--- src/rtl/uart_rx_fifo.sv ---
// UART receiver with programmable divisor, optional parity and a receive FIFO
// behind a 4-register bus slave with one-cycle registered read latency.
module uart_rx_fifo #(
  parameter int DATA_BITS  = 8,
  parameter int FIFO_DEPTH = 16,
  parameter int DIV_RESET  = 434
) (
  input  logic        clk,
  input  logic        reset_n,
  input  logic [1:0]  address,
  input  logic        read,
  input  logic        write,
  input  logic        chipselect,
  input  logic [31:0] writedata,
  input  logic        RX_in,
  output logic [31:0] readdata,
  output logic        irq
);

  localparam int AW = (FIFO_DEPTH > 1) ? $clog2(FIFO_DEPTH) : 1;
  localparam int EW = DATA_BITS + 2;

  typedef enum logic [2:0] {IDLE, START, DATA, PARITY, STOP} rx_state_t;

  logic        rd_en, wr_en;
  logic [3:0]  ctrl;
  logic [15:0] divisor;
  logic        ovr;
  logic        en, par_en, par_odd, ie;

  assign rd_en   = chipselect & read;
  assign wr_en   = chipselect & write;
  assign en      = ctrl[0];
  assign par_en  = ctrl[1];
  assign par_odd = ctrl[2];
  assign ie      = ctrl[3];

  always_ff @(posedge clk or negedge reset_n) begin
    if (!reset_n) begin
      ctrl    <= 4'h1;
      divisor <= 16'(DIV_RESET);
    end else if (wr_en) begin
      case (address)
        2'd2: ctrl <= writedata[3:0];
        2'd3: divisor <= (writedata[15:0] < 16'd4) ? 16'd4 : writedata[15:0];
        default: ;
      endcase
    end
  end

  // Input synchronizer; rx_prev gives the previous synchronized level for edge detect
  logic rx_meta, rx_sync, rx_prev;

  always_ff @(posedge clk or negedge reset_n) begin
    if (!reset_n) begin
      rx_meta <= 1'b1;
      rx_sync <= 1'b1;
      rx_prev <= 1'b1;
    end else begin
      rx_meta <= RX_in;
      rx_sync <= rx_meta;
      rx_prev <= rx_sync;
    end
  end

  rx_state_t             state_q, state_d;
  logic [15:0]           cnt_q, cnt_d, div_q, div_d;
  logic [3:0]            bit_q, bit_d;
  logic                  pe_q, pe_d;
  logic [DATA_BITS-1:0]  shreg_q;
  logic                  shift_en, push;
  logic                  tick_half, tick_full;
  logic [EW-1:0]         push_word;

  assign tick_half = (cnt_q == ((div_q >> 1) - 16'd1));
  assign tick_full = (cnt_q == (div_q - 16'd1));
  assign push_word = {~rx_sync, pe_q, shreg_q};

  always_ff @(posedge clk or negedge reset_n) begin
    if (!reset_n) begin
      state_q <= IDLE;
      cnt_q   <= 16'd0;
      div_q   <= 16'd4;
      bit_q   <= 4'd0;
      pe_q    <= 1'b0;
    end else begin
      state_q <= state_d;
      cnt_q   <= cnt_d;
      div_q   <= div_d;
      bit_q   <= bit_d;
      pe_q    <= pe_d;
    end
  end

  always_ff @(posedge clk) begin
    if (shift_en) shreg_q <= {rx_sync, shreg_q[DATA_BITS-1:1]};
  end

  always_comb begin
    state_d  = state_q;
    cnt_d    = cnt_q + 16'd1;
    div_d    = div_q;
    bit_d    = bit_q;
    pe_d     = pe_q;
    shift_en = 1'b0;
    push     = 1'b0;
    if (!en) begin
      state_d = IDLE;
      cnt_d   = 16'd0;
    end else begin
      case (state_q)
        IDLE: begin
          cnt_d = 16'd0;
          if (rx_prev && !rx_sync) begin
            state_d = START;
            div_d   = divisor;
            pe_d    = 1'b0;
          end
        end
        START: if (tick_half) begin
          cnt_d   = 16'd0;
          bit_d   = 4'd0;
          state_d = rx_sync ? IDLE : DATA;
        end
        DATA: if (tick_full) begin
          cnt_d    = 16'd0;
          shift_en = 1'b1;
          if (bit_q == 4'(DATA_BITS - 1)) state_d = par_en ? PARITY : STOP;
          else bit_d = bit_q + 4'd1;
        end
        PARITY: if (tick_full) begin
          cnt_d   = 16'd0;
          pe_d    = ((^shreg_q) ^ rx_sync) != par_odd;
          state_d = STOP;
        end
        STOP: if (tick_full) begin
          cnt_d   = 16'd0;
          push    = 1'b1;
          state_d = IDLE;
        end
        default: state_d = IDLE;
      endcase
    end
  end

  // Receive FIFO; a push while full is dropped unless a pop frees the slot on the same edge
  logic [EW-1:0] mem [FIFO_DEPTH];
  logic [AW-1:0] wr_ptr, rd_ptr;
  logic [AW:0]   count;
  logic          full, empty, pop, do_push, overrun;

  assign full    = (count == (AW+1)'(FIFO_DEPTH));
  assign empty   = (count == '0);
  assign pop     = rd_en && (address == 2'd0) && !empty;
  assign do_push = push && (!full || pop);
  assign overrun = push && full && !pop;

  always_ff @(posedge clk) begin
    if (do_push) mem[wr_ptr] <= push_word;
  end

  always_ff @(posedge clk or negedge reset_n) begin
    if (!reset_n) begin
      wr_ptr <= '0;
      rd_ptr <= '0;
      count  <= '0;
      ovr    <= 1'b0;
    end else begin
      if (do_push) wr_ptr <= wr_ptr + 1'b1;
      if (pop) rd_ptr <= rd_ptr + 1'b1;
      case ({do_push, pop})
        2'b10:   count <= count + 1'b1;
        2'b01:   count <= count - 1'b1;
        default: ;
      endcase
      if (overrun) ovr <= 1'b1;
      else if (wr_en && (address == 2'd1) && writedata[2]) ovr <= 1'b0;
    end
  end

  logic [EW-1:0] head;
  logic [31:0]   count_ext, data_word, status_word, rd_mux;
  logic [7:0]    occ;

  assign head        = mem[rd_ptr];
  assign count_ext   = 32'(count);
  assign occ         = (count_ext > 32'd255) ? 8'hFF : count_ext[7:0];
  assign data_word   = empty ? 32'd0
                     : {1'b1, 20'd0, head[EW-1], head[EW-2], 9'(head[DATA_BITS-1:0])};
  assign status_word = {16'd0, occ, 5'd0, ovr, full, ~empty};

  always_comb begin
    rd_mux = 32'd0;
    case (address)
      2'd0: rd_mux = data_word;
      2'd1: rd_mux = status_word;
      2'd2: rd_mux = {28'd0, ctrl};
      2'd3: rd_mux = {16'd0, divisor};
      default: ;
    endcase
  end

  always_ff @(posedge clk or negedge reset_n) begin
    if (!reset_n) readdata <= 32'd0;
    else if (rd_en) readdata <= rd_mux;
  end

  assign irq = (~empty & ie) | ovr;

  logic unused_bits;
  assign unused_bits = &{1'b0, writedata[31:16]};

endmodule
--- config.mk ---
export PLATFORM = sky130hd
export DESIGN_NAME = uart_rx_fifo
export DESIGN_NICKNAME = d
export VERILOG_FILES = /design/src/rtl/uart_rx_fifo.sv
export SDC_FILE = /design/constraint.sdc
export NUM_CORES = 1
export LEC_CHECK = 0
export CAP_MARGIN = 10
export CORE_MARGIN = 3
export CORE_UTILIZATION = 54
export DETAILED_ROUTE_END_ITERATION = 6
export GPL_TIMING_DRIVEN = 0
export PLACE_DENSITY = 0.76
export SETUP_SLACK_MARGIN = 0.2
export SYNTH_ARGS = -nofsm -noshare
export SYNTH_HDL_FRONTEND = slang
export SYNTH_SLANG_ARGS = --single-unit
export TNS_END_PERCENT = 100
--- constraint.sdc ---
create_clock -name clk -period 3.5 [get_ports clk]
set_input_delay 0.525 -clock clk [delete_from_list [all_inputs] [get_ports clk]]
set_output_delay 0.525 -clock clk [all_outputs]
set_load 0.1 [all_outputs]
# After elaboration in Yosys (flattened, before gate mapping)
# Memories as Yosys holds them, arrays and structs flattened.
# Cells that the tools add are included.
# W data, S select, Z words.
[totals] wordCells=122 register_bits=117 mem_bits_ro=0 out_inout_bits=33 mem_count=1 ram_bits=160 latch_bits=0 input_bits=40
[mem_list] memory="mem" words=16 width=10 rd=1 rd_clocked_by_memory_dff=0 wr=1 line="147" rtl="logic [EW-1:0] mem [FIFO_DEPTH];"
[op_classes] n_div=0 muxes=35 magnitude_cmp=2 mul=0 n_reduce_logical=28 n_shift=0 addsub=8 n_bitwise=7 eq_ne=25
[op_table] cell="$pmux W32 S4" count=1
[op_table] cell="$mux W16" count=4
[op_table] cell="$pmux W16 S3" count=1
[op_table] cell="$eq A16 B16 Y1" count=2
[op_table] cell="$mux W32" count=1
[op_table] cell="$mux W3" count=8
[op_table] cell="$ne A3 B3 Y1 const B" count=6
[op_table] cell="$add A16 B1 Y16 const B" count=1
[op_table] cell="$lt A16 B3 Y1 const B" count=1
[op_table] cell="$sub A15 B1 Y16 const B" count=1
[op_table] cell="$sub A16 B1 Y16 const B" count=1
[op_table] cell="$pmux W3 S5" count=1
[op_table] cell="$add A4 B1 Y4 const B" count=3
[op_table] cell="$mux W4" count=3
[op_table] cell="$mux W1" count=11
[op_table] cell="$ne A2 B2 Y1 const B" count=5
[op_table] cell="$pmux W5 S2" count=1
[op_table] cell="$gt A5 B8 Y1 const B" count=1
[op_table] cell="$logic_and A1 B1 Y1" count=8
[op_table] cell="$mux W8" count=1
[op_table] cell="$pmux W4 S2" count=1
[op_table] cell="$reduce_bool A2 Y1" count=4
[op_table] cell="$reduce_xor A8 Y1" count=1
[op_table] cell="$eq A2 B2 Y1 const B" count=3
[op_table] cell="26 further kinds" count=35

# Depth between registers and ports, before layout
[logic_depth] word_depth=8 depth_mapped=20

# Worst setup path after synthesis
# No wires, ideal clock.
[synth_path] path_kind="reg2reg" startpoint="register div_q[2]" endpoint="register count[4]" stages_incl_launch_ff=21 arrival_time_ps=3713 path_slack_ps=-339 path_buffers=3 required_time_ps=3374 period_less_slack_ps=3839 cell_sequence="dfstp_2 buf_6 inv_1 ha_1 or4b_1 a211oi_1 o21ba_1 o211ai_1 and4bb_2 nand4_1 buf_4 ha_1 clkbuf_1 xor2_1 ha_1 o21ai_0 a21oi_1 a21oi_1 xor2_1 nor2_1 xor2_1"
[synth_via] elab_chain_cells=8 word_cells_on_any_way=10
[synth_lines] element="from (decl)" line="67" rtl="logic [15:0] cnt_q, cnt_d, div_q, div_d;"
[synth_lines] element="from (signal assigned)" line="89" rtl="div_q <= div_d;"
[synth_lines] element="$sub A16 B1 Y16 (*)" line="76" rtl="assign tick_full = (cnt_q == (div_q - 16'd1));"
[synth_lines] element="$eq A16 B16 Y1 (*)" line="76"
[synth_lines] element="$mux W1 (*)" line="136" rtl="STOP: if (tick_full) begin"
[synth_lines] element="$mux W1 (*)" line="111" rtl="case (state_q)"
[synth_lines] element="$mux W1 (*)" line="107" rtl="if (!en) begin"
[synth_lines] element="$logic_and A1 B1 Y1 (*)" line="155" rtl="assign do_push = push && (!full || pop);"
[synth_lines] element="$eq A2 B1 Y1 or $eq A2 B2 Y1 (tied branches)" line="171" rtl="case ({do_push, pop})"
[synth_lines] element="$pmux W5 S2 or $reduce_bool A2 Y1 (tied branches)"
[synth_lines] element="to (signal assigned)" line="172" rtl="2'b10: count <= count + 1'b1;"
[synth_lines] element="to (signal assigned)" line="173" rtl="2'b01: count <= count - 1'b1;"
[synth_lines] element="to (decl)" line="149" rtl="logic [AW:0] count;"
# Every way passes the cells marked *; elsewhere a longest branch is shown, timed or not.
# A chain may end at the register's enable or synchronous reset.

# Worst setup path after layout
[layout_path] startpoint="register div_q[1]" endpoint="register count[4]"
# Same word-level chain as after synthesis.

==> flow_summary_export.csv <==
group,metric,value,unit
status,status,"finished, violations left",
status,violations,"negative setup slack",
final_layout,design_area,15200,um^2
floorplanning,num_rows,54,
detailed_routing,vias,8334,
grt,antenna_found_initial,0,
place,portBuffers,39,
setup_path,cp-end-kind,"flop",
sta,setup_slack,-395,ps
sta,finalMaxSlewViolations,0,
setup_path,startpoint,"div_q[1]$_DFFE_PN0P_",
worst_hold_path,worstHoldStart,"rx_meta$_DFF_PN1_",
synthesis,ys_types,70,
detailed_routing,drt-initial-drc-count,727,
floorplanning,die_h,157,um
floorplanning,start_util,0.557,
final_layout,n_fill_cell,1394,
synthesis,ys_ff_latch,262,
setup_path,required,3920,ps
power_and_ir_drop,max-vdd-ir-drop,0.522,mV
synthesis,async_flop_share,0.359,
sta,fmax,0.257,GHz
synthesis,yosys_most_used_dff,"edfxtp_1",
clock_tree,clockBufferDepth,3,
run,drv_cap,0,
power_and_ir_drop,power.density,738,nW/um^2
setup_path,worst_path_largest_cell_delay,480,ps
setup_path,crit_slowest_cell,"or4b_4",
sta,maxSlewHeadroom,0.275,
power_and_ir_drop,p_leak,5.56,nW
grt,grt_pass1_vias,8080,
setup_path,regToRegStartpoint,"div_q[1]$_DFFE_PN0P_",
synthesis,synth_top_area_cell,"edfxtp_1",
synthesis,synth_top_area_frac,0.410,
setup_path,critical-path-top-cell-by-count,"ha_4",
clock_tree,cts-buffers-inserted,26,
setup_path,crit_chain,"inv_4 -> ha_4 -> or4b_4 -> a211oi_2 -> o21ba_2 -> o211ai_1 -> and4bb_4 -> nand4_1 -> buf_6 -> buf_12 -> ha_4 -> buf_8 -> xor2_2 -> ha_4 -> o21ai_4 -> a21oi_2 -> a21oi_2 -> xor2_1 -> nor2_1 -> xor2_1",
setup_path,critPathTopFamily,"simple AND/OR/NAND/NOR gates",
synthesis,synth.area.top_cells,"edfxtp_1, dfrtp_1, mux4_2, mux2_2, xnor2_1",
setup_path,crit_fanout,6,
setup_path,critPathKind,"reg2reg",
detailed_routing,drc,0,
place,hpwl,19.4,mm
setup_path,cp-start-kind,"flop",
setup_path,cp.arrival,4320,ps
clock_tree,htreeDepth,1,
final_layout,final_common_cell,"edfxtp_1",
clock_tree,cts_root_buffer,"clkbuf_16",
sta,skew,36.2,ps
synthesis,synth_edf_count,168,
final_layout,layout-drive-gt1-share,0.291,
sta,finalSetupViolCount,95,
clock_tree,clk-insertion-delay-late,560,ps
detailed_routing,avgRoutedWirePerCell,25.0,um
grt,grt_pass1_wl,49.1,mm
floorplanning,die_area,24600,um^2
final_layout,nets,1088,
sta,final.period_utilization,1.11,
synthesis,synth.avg_cell_area,14.0,um^2
clock_tree,cts_tree,"yes",
sta,fin_crit,3900,ps
place,dpl_cell_area,13200,um^2
final_layout,antenna_cells,0,
final_layout,layout_common_cells,"edfxtp_1, dfrtp_1, buf_4",
detailed_routing,ant_nets,0,
place,routabilityCongestion,0.885,
floorplanning,coreArea,22100,um^2
clock_tree,clock-sinks,262,
grt,overflow,0,
grt,grt_max_degree,66,
clock_tree,clk_pin_slew,60,ps
synthesis,synthCells,882,
floorplanning,die_x,157,um
sta,worst_slew_pin_slew,1080,ps
detailed_routing,wl,33.4,mm
sta,hold_violations,0,
detailed_routing,first_pass_iters,5,
synthesis,synth_warnings,0,
floorplanning,io_pins,73,
sta,grt_setup_unrepaired,"yes",
grt,grt.total_usage,0.262,
detailed_routing,vias_per_cell,6.24,
synthesis,netlist_area,12300,um^2
setup_path,path_buf_inv,4,
worst_hold_path,hp-class,"reg2reg",
final_layout,area_growth,23.8,%
sta,hold_ws,360,ps
synthesis,ys_seq_area_frac,0.602,
report_power, final:
group,total [W],switching [W],internal [W]
sequential,0.00384,0.000314,0.00353
combinational,0.00410,0.00235,0.00174
clock,0.00331,0.00126,0.00205
metal layers:
layer,GRT usage,routed length [um]
met1,0.359,13000
met2,0.429,16600
met4,0.0946,1340
met3,0.0429,2440
met5,0,0
what timing repair did:
action | in CTS | in global routing
buffers inserted | 38 | 20
cloned | 9 | 1
hold buffers | 1 | 0
hold endpoints to repair | 26 | 0
pin swaps | 25 | 24
resized for setup | 89 | 34
setup endpoints to repair | 184 | 203
worst paths after layout:
path,endpoint,slack (ps),cells past startpoint
max in group asynchronous,divisor[5]$_DFFE_PN1P_,2320,3
setup reg to reg,count[4]$_DFFE_PN0P_,-400,20
hold / removal,rx_sync$_DFF_PN1_,360,0
hold reg to reg,rx_sync$_DFF_PN1_,360,0
setup / recovery,count[4]$_DFFE_PN0P_,-400,20
min in group asynchronous,rd_ptr[1]$_DFFE_PN0P_,460,2
state kept, by name, summed over array words and instances, names as in the netlist:
name,cells
readdata,17
state_q,3
pe_q,1
shreg_q,8
bit_q,4
rd_ptr,4
divisor,16
count,5
rx_sync,1
wr_ptr,4
rx_prev,1
mem,160
ovr,1
div_q,16
rx_meta,1
ctrl,4
cnt_q,16
synth_stat cells (4+ instances only):
master and instances:
edfxtp_1 168, xnor2_1 44, inv_1 21, nor2_1 41, mux4_2 40, nor3_1 9
a21o_1 5, buf_4 17, a21oi_1 24, clkbuf_1 32, nand3_1 27, ha_1 13
xor2_1 28, nand4b_1 5, a31oi_1 6, nor3b_1 6, buf_2 8, nor4_1 8
a22o_1 5, nor2b_1 19, a22oi_1 9, or4_1 4, dfrtp_1 84, o21ai_0 26
mux2i_1 20, mux2_2 40, dfstp_2 10, and2_1 14, and3_1 12, nand2_1 48
o211ai_1 6, buf_1 4, nand4_1 7, nand3b_1 7, a211oi_1 13
cells by family after synthesis:
| kind of cell | Yosys count | share of synthesized area |
|---|---|---|
| other | 1 | 0.000305 |
| AO/OA/AOI/OAI | 111 | 0.0601 |
| AND/OR/NAND/NOR | 237 | 0.112 |
| adder cells (fa/ha/maj) | 13 | 0.0132 |
| flip-flops | 262 | 0.602 |
| multiplexers | 101 | 0.127 |
| buffers and inverters | 85 | 0.0338 |
| XOR/XNOR | 72 | 0.0512 |
metrics by stage:
stage	power [W]	instances	util	setup TNS, ps	setup slack (ps)
6_report	0.0112	1335	0.689	-12560	-395
5_1_grt	0.0117	1335	0.689	-24260	-568
3_5_place_dp	0.00737	1218	0.599	-115820	-1100
3_3_place_gp	0.00730	1215	0.597	-282980	-2220
4_1_cts	0.0110	1314	0.677	-3280	-301
2_1_floorplan	0.00645	896	-	-1330	-64.1
final cells by class:
cell class | instances | area [um^2] | share of cell area
plain buffers | 64 | 370 | 0.0243
clock buffers | 29 | 662 | 0.0435
clock inverters | 19 | 362 | 0.0237
inverters | 21 | 83.8 | 0.00550
multi-input cells | 559 | 4990 | 0.328
flip-flops and latches | 262 | 7410 | 0.487
well taps | 280 | 350 | 0.0230
repair buffers | 101 | 1000 | 0.0656
Power figures use the tool's default switching activity.
